===== config.mk =====
export PLATFORM = sky130hd
export DESIGN_NAME = blob_frame_feeder
export DESIGN_NICKNAME = d
export VERILOG_FILES = /design/src/rtl/blob_frame_feeder.sv
export SDC_FILE = /design/constraint.sdc
export NUM_CORES = 1
export LEC_CHECK = 0
export BUFFER_PORTS_ARGS = -buffer_cell sky130_fd_sc_hd__buf_2
export CAP_MARGIN = 10
export CELL_PAD_IN_SITES_DETAIL_PLACEMENT = 1
export CELL_PAD_IN_SITES_GLOBAL_PLACEMENT = 2
export CORE_MARGIN = 5
export CORE_UTILIZATION = 30
export DETAILED_ROUTE_END_ITERATION = 7
export PLACE_DENSITY_LB_ADDON = 0.1
export SLEW_MARGIN = 20
export SYNTH_ARGS = -nofsm -noshare
export SYNTH_HDL_FRONTEND = slang
export SYNTH_SLANG_ARGS = --single-unit

===== constraint.sdc =====
create_clock -name i_clk -period 1.9 [get_ports i_clk]
set_input_delay 0.285 -clock i_clk [delete_from_list [all_inputs] [get_ports i_clk]]
set_output_delay 0.285 -clock i_clk [all_outputs]
set_load 0.005 [all_outputs]

===== src/rtl/blob_frame_feeder.sv =====
// -----------------------------------------------------------------------------
// blob_frame_feeder
//
// Producer side of the blob-counting pixel interface. On a count request it
// waits for the next CCD frame start, thresholds each grayscale pixel to one
// bit and streams exactly one frame (plus one trailing pad beat) to the blob
// counter. It then waits for the counter's result and latches the count for
// the display path.
//
// Handshake (towards the blob counter): o_valid is a one-cycle start pulse
// coincident with beat 0; o_data_valid qualifies o_seq on every beat (o_seq is
// 0 whenever o_data_valid is 0); o_proc_ccd is high from the cycle after the
// request is accepted until the cycle after i_blob_valid is first seen.
// i_blob_valid is a level; the feeder only returns to IDLE once it drops.
//
// Optional feature: define BLOB_FEED_TIMEOUT_EN to add a result watchdog. If
// TIMEOUT_CYC cycles pass in WAIT without i_blob_valid, o_count is loaded
// with 8'hFF, o_count_valid pulses and the FSM returns straight to IDLE.
//
// Ports:
//   i_clk, i_rst          clock, asynchronous active-high reset
//   i_start, i_threshold  count request (sampled in IDLE) and threshold
//   i_pix_valid, i_pix_gray, i_frame_start   grayscale pixel stream
//   o_valid, o_data_valid, o_seq, o_proc_ccd  blob counter handshake
//   i_blob_valid, i_blob_count                blob counter result
//   o_count, o_count_valid                    latched result and update pulse
//   o_busy                high in every state except IDLE
//   o_dbg_state           current FSM state encoding
// -----------------------------------------------------------------------------
module blob_frame_feeder #(
  parameter int IMG_COL     = 800,
  parameter int IMG_ROW     = 600,
  parameter int PIX_W       = 8,
  parameter int TIMEOUT_CYC = 4096
) (
  input  logic             i_clk,
  input  logic             i_rst,
  input  logic             i_start,
  input  logic [PIX_W-1:0] i_threshold,
  input  logic             i_pix_valid,
  input  logic [PIX_W-1:0] i_pix_gray,
  input  logic             i_frame_start,
  output logic             o_valid,
  output logic             o_data_valid,
  output logic             o_seq,
  output logic             o_proc_ccd,
  input  logic             i_blob_valid,
  input  logic [7:0]       i_blob_count,
  output logic [7:0]       o_count,
  output logic             o_count_valid,
  output logic             o_busy,
  output logic [2:0]       o_dbg_state
);

  typedef enum logic [2:0] {
    S_IDLE    = 3'd0,
    S_ARM     = 3'd1,
    S_STREAM  = 3'd2,
    S_PAD     = 3'd3,
    S_WAIT    = 3'd4,
    S_RELEASE = 3'd5
  } state_t;

  localparam logic [9:0] COL_LAST = 10'(IMG_COL - 1);
  localparam logic [9:0] ROW_LAST = 10'(IMG_ROW - 1);

  state_t           state_q, state_d;
  logic [PIX_W-1:0] thr_q, thr_d;
  logic [9:0]       col_q, col_d;
  logic [9:0]       row_q, row_d;
  logic             valid_d, data_valid_d, seq_d, proc_d, count_valid_d, busy_d;
  logic [7:0]       count_d;
  logic             take_pix;
  logic             last_beat;

`ifdef BLOB_FEED_TIMEOUT_EN
  localparam int          TW      = $clog2(TIMEOUT_CYC + 1);
  localparam logic [TW-1:0] TO_LAST = TW'(TIMEOUT_CYC - 1);
  logic [TW-1:0] to_q, to_d;
`endif

  // A pixel becomes a beat either as the frame-start pixel seen in ARM, or as
  // any valid pixel in STREAM (a stray frame start there is just a pixel).
  assign take_pix  = ((state_q == S_ARM) && i_pix_valid && i_frame_start) ||
                     ((state_q == S_STREAM) && i_pix_valid);
  assign last_beat = (row_q == ROW_LAST) && (col_q == COL_LAST);

  always_comb begin
    state_d       = state_q;
    thr_d         = thr_q;
    col_d         = col_q;
    row_d         = row_q;
    proc_d        = o_proc_ccd;
    count_d       = o_count;
    valid_d       = 1'b0;
    data_valid_d  = 1'b0;
    seq_d         = 1'b0;
    count_valid_d = 1'b0;
`ifdef BLOB_FEED_TIMEOUT_EN
    to_d          = '0;
`endif

    case (state_q)
      S_IDLE: begin
        if (i_start) begin
          thr_d   = i_threshold;
          proc_d  = 1'b1;
          col_d   = '0;
          row_d   = '0;
          state_d = S_ARM;
        end
      end
      S_ARM: begin
        if (take_pix) begin
          valid_d = 1'b1;
          state_d = S_STREAM;
        end
      end
      S_STREAM: ;
      S_PAD: begin
        // The counter needs one beat past the last pixel to leave processing.
        data_valid_d = 1'b1;
        state_d      = S_WAIT;
      end
      S_WAIT: begin
        if (i_blob_valid) begin
          count_d       = i_blob_count;
          count_valid_d = 1'b1;
          proc_d        = 1'b0;
          state_d       = S_RELEASE;
        end
`ifdef BLOB_FEED_TIMEOUT_EN
        else if (to_q == TO_LAST) begin
          count_d       = 8'hFF;
          count_valid_d = 1'b1;
          proc_d        = 1'b0;
          state_d       = S_IDLE;
        end else begin
          to_d = to_q + 1'b1;
        end
`endif
      end
      S_RELEASE: begin
        // Stay here until the counter drops its result, so a new request
        // cannot re-arm while the counter is still busy.
        if (!i_blob_valid) state_d = S_IDLE;
      end
      default: state_d = S_IDLE;
    endcase

    if (take_pix) begin
      data_valid_d = 1'b1;
      seq_d        = (i_pix_gray >= thr_q);
      if (last_beat) begin
        col_d   = '0;
        row_d   = '0;
        state_d = S_PAD;
      end else if (col_q == COL_LAST) begin
        col_d = '0;
        row_d = row_q + 10'd1;
      end else begin
        col_d = col_q + 10'd1;
      end
    end

    busy_d = (state_d != S_IDLE);
  end

  always_ff @(posedge i_clk or posedge i_rst) begin
    if (i_rst) begin
      state_q       <= S_IDLE;
      thr_q         <= '0;
      col_q         <= '0;
      row_q         <= '0;
      o_valid       <= 1'b0;
      o_data_valid  <= 1'b0;
      o_seq         <= 1'b0;
      o_proc_ccd    <= 1'b0;
      o_count       <= '0;
      o_count_valid <= 1'b0;
      o_busy        <= 1'b0;
    end else begin
      state_q       <= state_d;
      thr_q         <= thr_d;
      col_q         <= col_d;
      row_q         <= row_d;
      o_valid       <= valid_d;
      o_data_valid  <= data_valid_d;
      o_seq         <= seq_d;
      o_proc_ccd    <= proc_d;
      o_count       <= count_d;
      o_count_valid <= count_valid_d;
      o_busy        <= busy_d;
    end
  end

`ifdef BLOB_FEED_TIMEOUT_EN
  always_ff @(posedge i_clk or posedge i_rst) begin
    if (i_rst) to_q <= '0;
    else       to_q <= to_d;
  end
`endif

  assign o_dbg_state = state_q;

endmodule


======== Yosys cells after proc, flatten, opt, wreduce, memory -nomap -nowiden ========
Index checks and enable logic that the tools add are counted.
operators by class
  multiplexer cells ....................... 27
  reductions and logical operators ........ 14
  $lt $le $gt $ge ......................... 1
  shifts and indexed selects .............. 0
  bitwise operators ....................... 0
  multipliers ............................. 0
  $add $sub $neg .......................... 2
  equal/unequal tests ..................... 9
  divide/modulo/power cells ............... 0
operators with widths
  cell                   count
  $mux 10                10
  $add 10x1->10 const B  2
  $eq 10x10->1 const B   2
  $mux 3                 6
  $pmux 3 s6             1
  $mux 1                 9
  $ge 8x8->1             1
  $eq 3x2->1 const B     2
  $eq 3x3->1 const B     2
  $reduce_and 2->1       3
  $reduce_bool 2->1      3
  $logic_and 1x1->1      4
  $ne 2x2->1 const B     2
  $eq 3x1->1 const B     1
  $logic_not 3->1        1
  $reduce_and 3->1       1
  $reduce_bool 3->1      1
  $pmux 1 s2             1
  $logic_or 1x1->1       1
storage, ports and cells
  memory bits (writable) .................. 0
  memories kept ........................... 0
  memory bits (read-only) ................. 0
  register bits ........................... 45
  latch bits .............................. 0
  bits of input ports ..................... 30

======== Depth between registers and ports, before layout ========
  depth in word-level cells ............... 9
  mapped depth ............................ 7

======== Least setup slack after synthesis ========
OpenSTA, ideal clock, no wires.
  path kind ............................... register to register
  start ................................... reg col_q[0]
  end ..................................... reg row_q[7]
  slack ................................... -0.159 ns
  arrival time ............................ 1.981 ns
  required time ........................... 1.822 ns
  setup time .............................. 0.078 ns
  period minus slack after synthesis ...... 2.059 ns
  cell stages (with the launch flop) ...... 7
  cells stage by stage .................... dfrtp_1 -> ha_1 -> and4_1 -> nand4_2 -> or3_4 -> or4_1 -> a21oi_1
on the way
  longest elaborated chain between the ends .. 4
  elaborated cells on any way between the ends .. 5
  classes of those cells .................. eq/ne (1); mux (3); reduce/logical (1)
RTL lines
  element                                       RTL line  source
  start, declared                               69        logic [9:0] col_q, col_d;
  start signal, assigned                        185       col_q <= col_d;
  $eq 10x10->1 *                                86, 158
  $mux 10 or $logic_and 1x1->1 (tied branches)  158, 86
  $mux 10 *                                     154       if (last_beat) begin
  $mux 10 *                                     151       if (take_pix) begin
  named net row_d[7]                            70        logic [9:0] row_q, row_d;
  end signal, assigned                          186       row_q <= row_d;
  end, declared                                 70
Mark *: on every way through the listed nets, which the timed path passes. The rest lies on a longest branch.
A chain may end at the register's enable or synchronous reset.

======== Worst setup path after layout ========
  start ................................... reg col_q[1]
  end ..................................... reg row_q[7]
The elaborated chain is that of the path after synthesis.

==> reports/results.ini <==
[synthesis]
synth.most_common_cell = dfrtp_1
ys_ff_latch = 45
synth_compound_area_share_pct = 13.0
yosys.area.top_type = dfrtp_1
synth_fa_ha_area_share_pct = 5.48
synth_fp_nets = 268
avgSynthCellArea_um2 = 10.0
synth_xor_area_share_pct = 2.30
yosysWarningCount = 0
async_reset_ff_share_pct = 100
synth_simple_gate_area_share_pct = 20.6
synth_seq_area_share_pct = 49.3
ys.flop_type = dfrtp_1
ys_types = 41
synthTopCellsByCount = 45 x dfrtp_1, 24 x nand2_1, 23 x o21ai_0
synthCells = 228
synth.area.mux_share_pct = 4.39
synth_top_family_by_area = simple AND/OR/NAND/NOR gates
synth_area_leaders = dfrtp_1 49%, ha_1 5.5%, o21ai_0 5.0%
syn-cell-area_mm2 = 0.00228
synth_edf_count = 0
yosysTopAreaCellShare_pct = 49.3

[clocking]
cts_root_buf = clkbuf_8
cts_max_level = 2
clkTransAtPathRegs_ns = 0.09
cts_buffer_depth = 2
cts_tree = built
clock_latency_ns = 0.30
numCtsBuffers = 5
clock_sinks = 45

[layout]
seq_area_mm2 = 0.00113
layout-drive-gt1-share_pct = 36.6
antenna_cells = 0
finalInstanceArea_mm2 = 0.00305
multi_input_area_mm2 = 0.00111
final_util_pct = 41.6
fillers = 857
nets = 345
area_growth_syn_to_layout_pct = 33.7

[placed_design]
place_congestion = 0.759
dpl_cell_area_mm2 = 0.00286
dp_hpwl_mm = 4.52
port_buffers = 46

[grt]
grt.overflow.total = 0
antenna_found_initial = 0
grt_start_max_net_pins = 27
grtUsageTotal_pct = 13.2
grt_pass1_wl_mm = 10.2
grt_pass1_vias = 2047

[floorplanning]
die_area_mm2 = 0.00945
num_io_pins = 47
core_area_mm2 = 0.00733
fp.dieW_um = 97.2
die_h_um = 97.2
fp-row-count = 31
initial_core_util_pct = 31.1

[routing]
vias_per_cell = 4.83
drt_iter0_drc = 49
wire_per_inst_um = 15.0
wl_mm = 6.06
vias = 1955
drt_pass1_iterations = 4
ant_nets = 0
drc = 0

[critical_path]
endpoint_kind = register
arrival_ns = 2.12
start_kind = register
worstPathRequired_ns = 2.13
worstSetupPathType = register to register
path_max_fanout = 4

[outcome]
status = finished clean

[power_and_ir_drop]
p_leak_nw = 1.47
p_per_area_mw_per_mm2 = 1100
vdd_drop_max_uv = 370

[timing]
rsz0062_at_grt = yes
fmax_ghz = 0.528
setup_viol_count_final = 0
hold_violations = 0
slew_violations = 0
max_slew_margin_pct = 69.7
fin_crit_sh_pct = 99.7
skew_ns = 0.00920
worst_pin_slew_ns = 0.453
fin_crit_ns = 1.89

[min_path]
hp-class = primary input to register

[run]
cap_violations = 0

## metal layers
layer | vias up | part of all wire [%] | global-route usage (%)
met5 | - | 0 | 0
met4 | 0 | 0.87 | 3.19
met3 | 5 | 3.4 | 2.80
met2 | 25 | 49 | 22.1
met1 | 954 | 47 | 17.3
li1 | 971 | - | -
## registers in the layout, summed over array words and instances, names as in the netlist
register / flops
col_q: 10
row_q: 10
o_count: 8
thr_q: 8
o_dbg_state: 3
o_busy: 1
o_count_valid: 1
o_data_valid: 1
o_proc_ccd: 1
o_seq: 1
o_valid: 1
## worst max-delay path, cell delays in order, from the launching register on
cell and delay, ns:
dfrtp_1 0.36, ha_2 0.20, and4_4 0.25, nand4_4 0.08, or3_4 0.40, or4_1 0.40, a21oi_1 0.14
## logic make-up (layout without fill, tap and decap cells)
family	Yosys count	count (layout)
xor+xnor	6	6
mux	9	9
flops	45	45
fa+ha+maj	10	10
buf+inv	25	103
compound gates	49	49
simple gates	84	84
## metrics by stage
stage | worst slack, ns | setup TNS [ns] | hold WS (ns) | power (mW) | instances
5_1_grt | -0.0524 | -0.100 | 0.177 | 3.63 | 405
4_1_cts | 0.00323 | 0 | 0.180 | 3.42 | 403
2_1_floorplan | -0.0376 | -0.0751 | 0.390 | 2.03 | 228
3_3_place_gp | 0.0534 | 0 | 0.321 | 2.49 | 393
6_report | 0.00619 | 0 | 0.191 | 3.36 | 405
3_5_place_dp | -0.0166 | -0.0249 | 0.327 | 2.52 | 393
## placed cells by master (no fill, tap or decap), drive strengths merged, types with 2 or more instances in the layout
cell type / Yosys / layout
buf: 4 / 79
dfrtp: 45 / 45
nand2: 24 / 24
o21ai: 23 / 23
nand3: 15 / 15
inv: 15 / 15
nor3: 12 / 12
ha: 10 / 10
a21oi: 9 / 9
mux2: 8 / 8
nor2: 8 / 8
clkbuf: 6 / 5
nand4: 5 / 5
a211oi: 4 / 4
o31ai: 3 / 3
xnor2: 3 / 3
xor2: 3 / 3
nand2b: 3 / 3
and4: 3 / 3
or4: 2 / 2
o311ai: 2 / 2
a21o: 2 / 2
and3: 2 / 2
bufinv: 0 / 2
nand3b: 2 / 2
nor4: 2 / 2
nor4b: 2 / 2
## final cells by class
| class | instances | area share (%) |
|---|---|---|
| flip-flops and latches | 45 | 36.9 |
| multi-input cells | 158 | 36.4 |
| repair buffers | 80 | 16.4 |
| well taps | 99 | 4.06 |
| clock buffers | 5 | 2.26 |
| clock inverters | 3 | 2.13 |
| inverters | 15 | 1.85 |
## power breakdown
| part | leakage (nW) | switching [mW] | internal (mW) |
|---|---|---|---|
| combinational | 0.811 | 0.600 | 0.579 |
| clock | 0.0681 | 0.341 | 0.523 |
| sequential | 0.588 | 0.119 | 1.20 |
## timing repair
action	4_1_cts	5_1_grt
hold buffers	1	0
resized for setup	0	6
endpoints found under the setup margin	2	14
buffers inserted	1	2
gates cloned	0	0
pin swaps	2	1
endpoints found under the hold margin	19	0
## path summary, 6_finish.rpt
check                           slack (ns)                       end            startpoint  cells after the start
min in group asynchronous             0.53    o_count[1]$_DFFE_PP0P_                 i_rst                      3
worst min-delay path                  0.19      thr_q[0]$_DFFE_PP0P_        i_threshold[0]                      3
max in group asynchronous             0.86  o_dbg_state[0]$_DFF_PP0_                 i_rst                      4
worst max-delay path                 0.006        row_q[7]$_DFF_PP0_  col_q[1]$_DFFE_PP0P_                      6
worst max register to register       0.006        row_q[7]$_DFF_PP0_  col_q[1]$_DFFE_PP0P_                      6
worst min register to register        0.48      thr_q[0]$_DFFE_PP0P_  thr_q[0]$_DFFE_PP0P_                      2
Power figures use the tool's default switching activity.
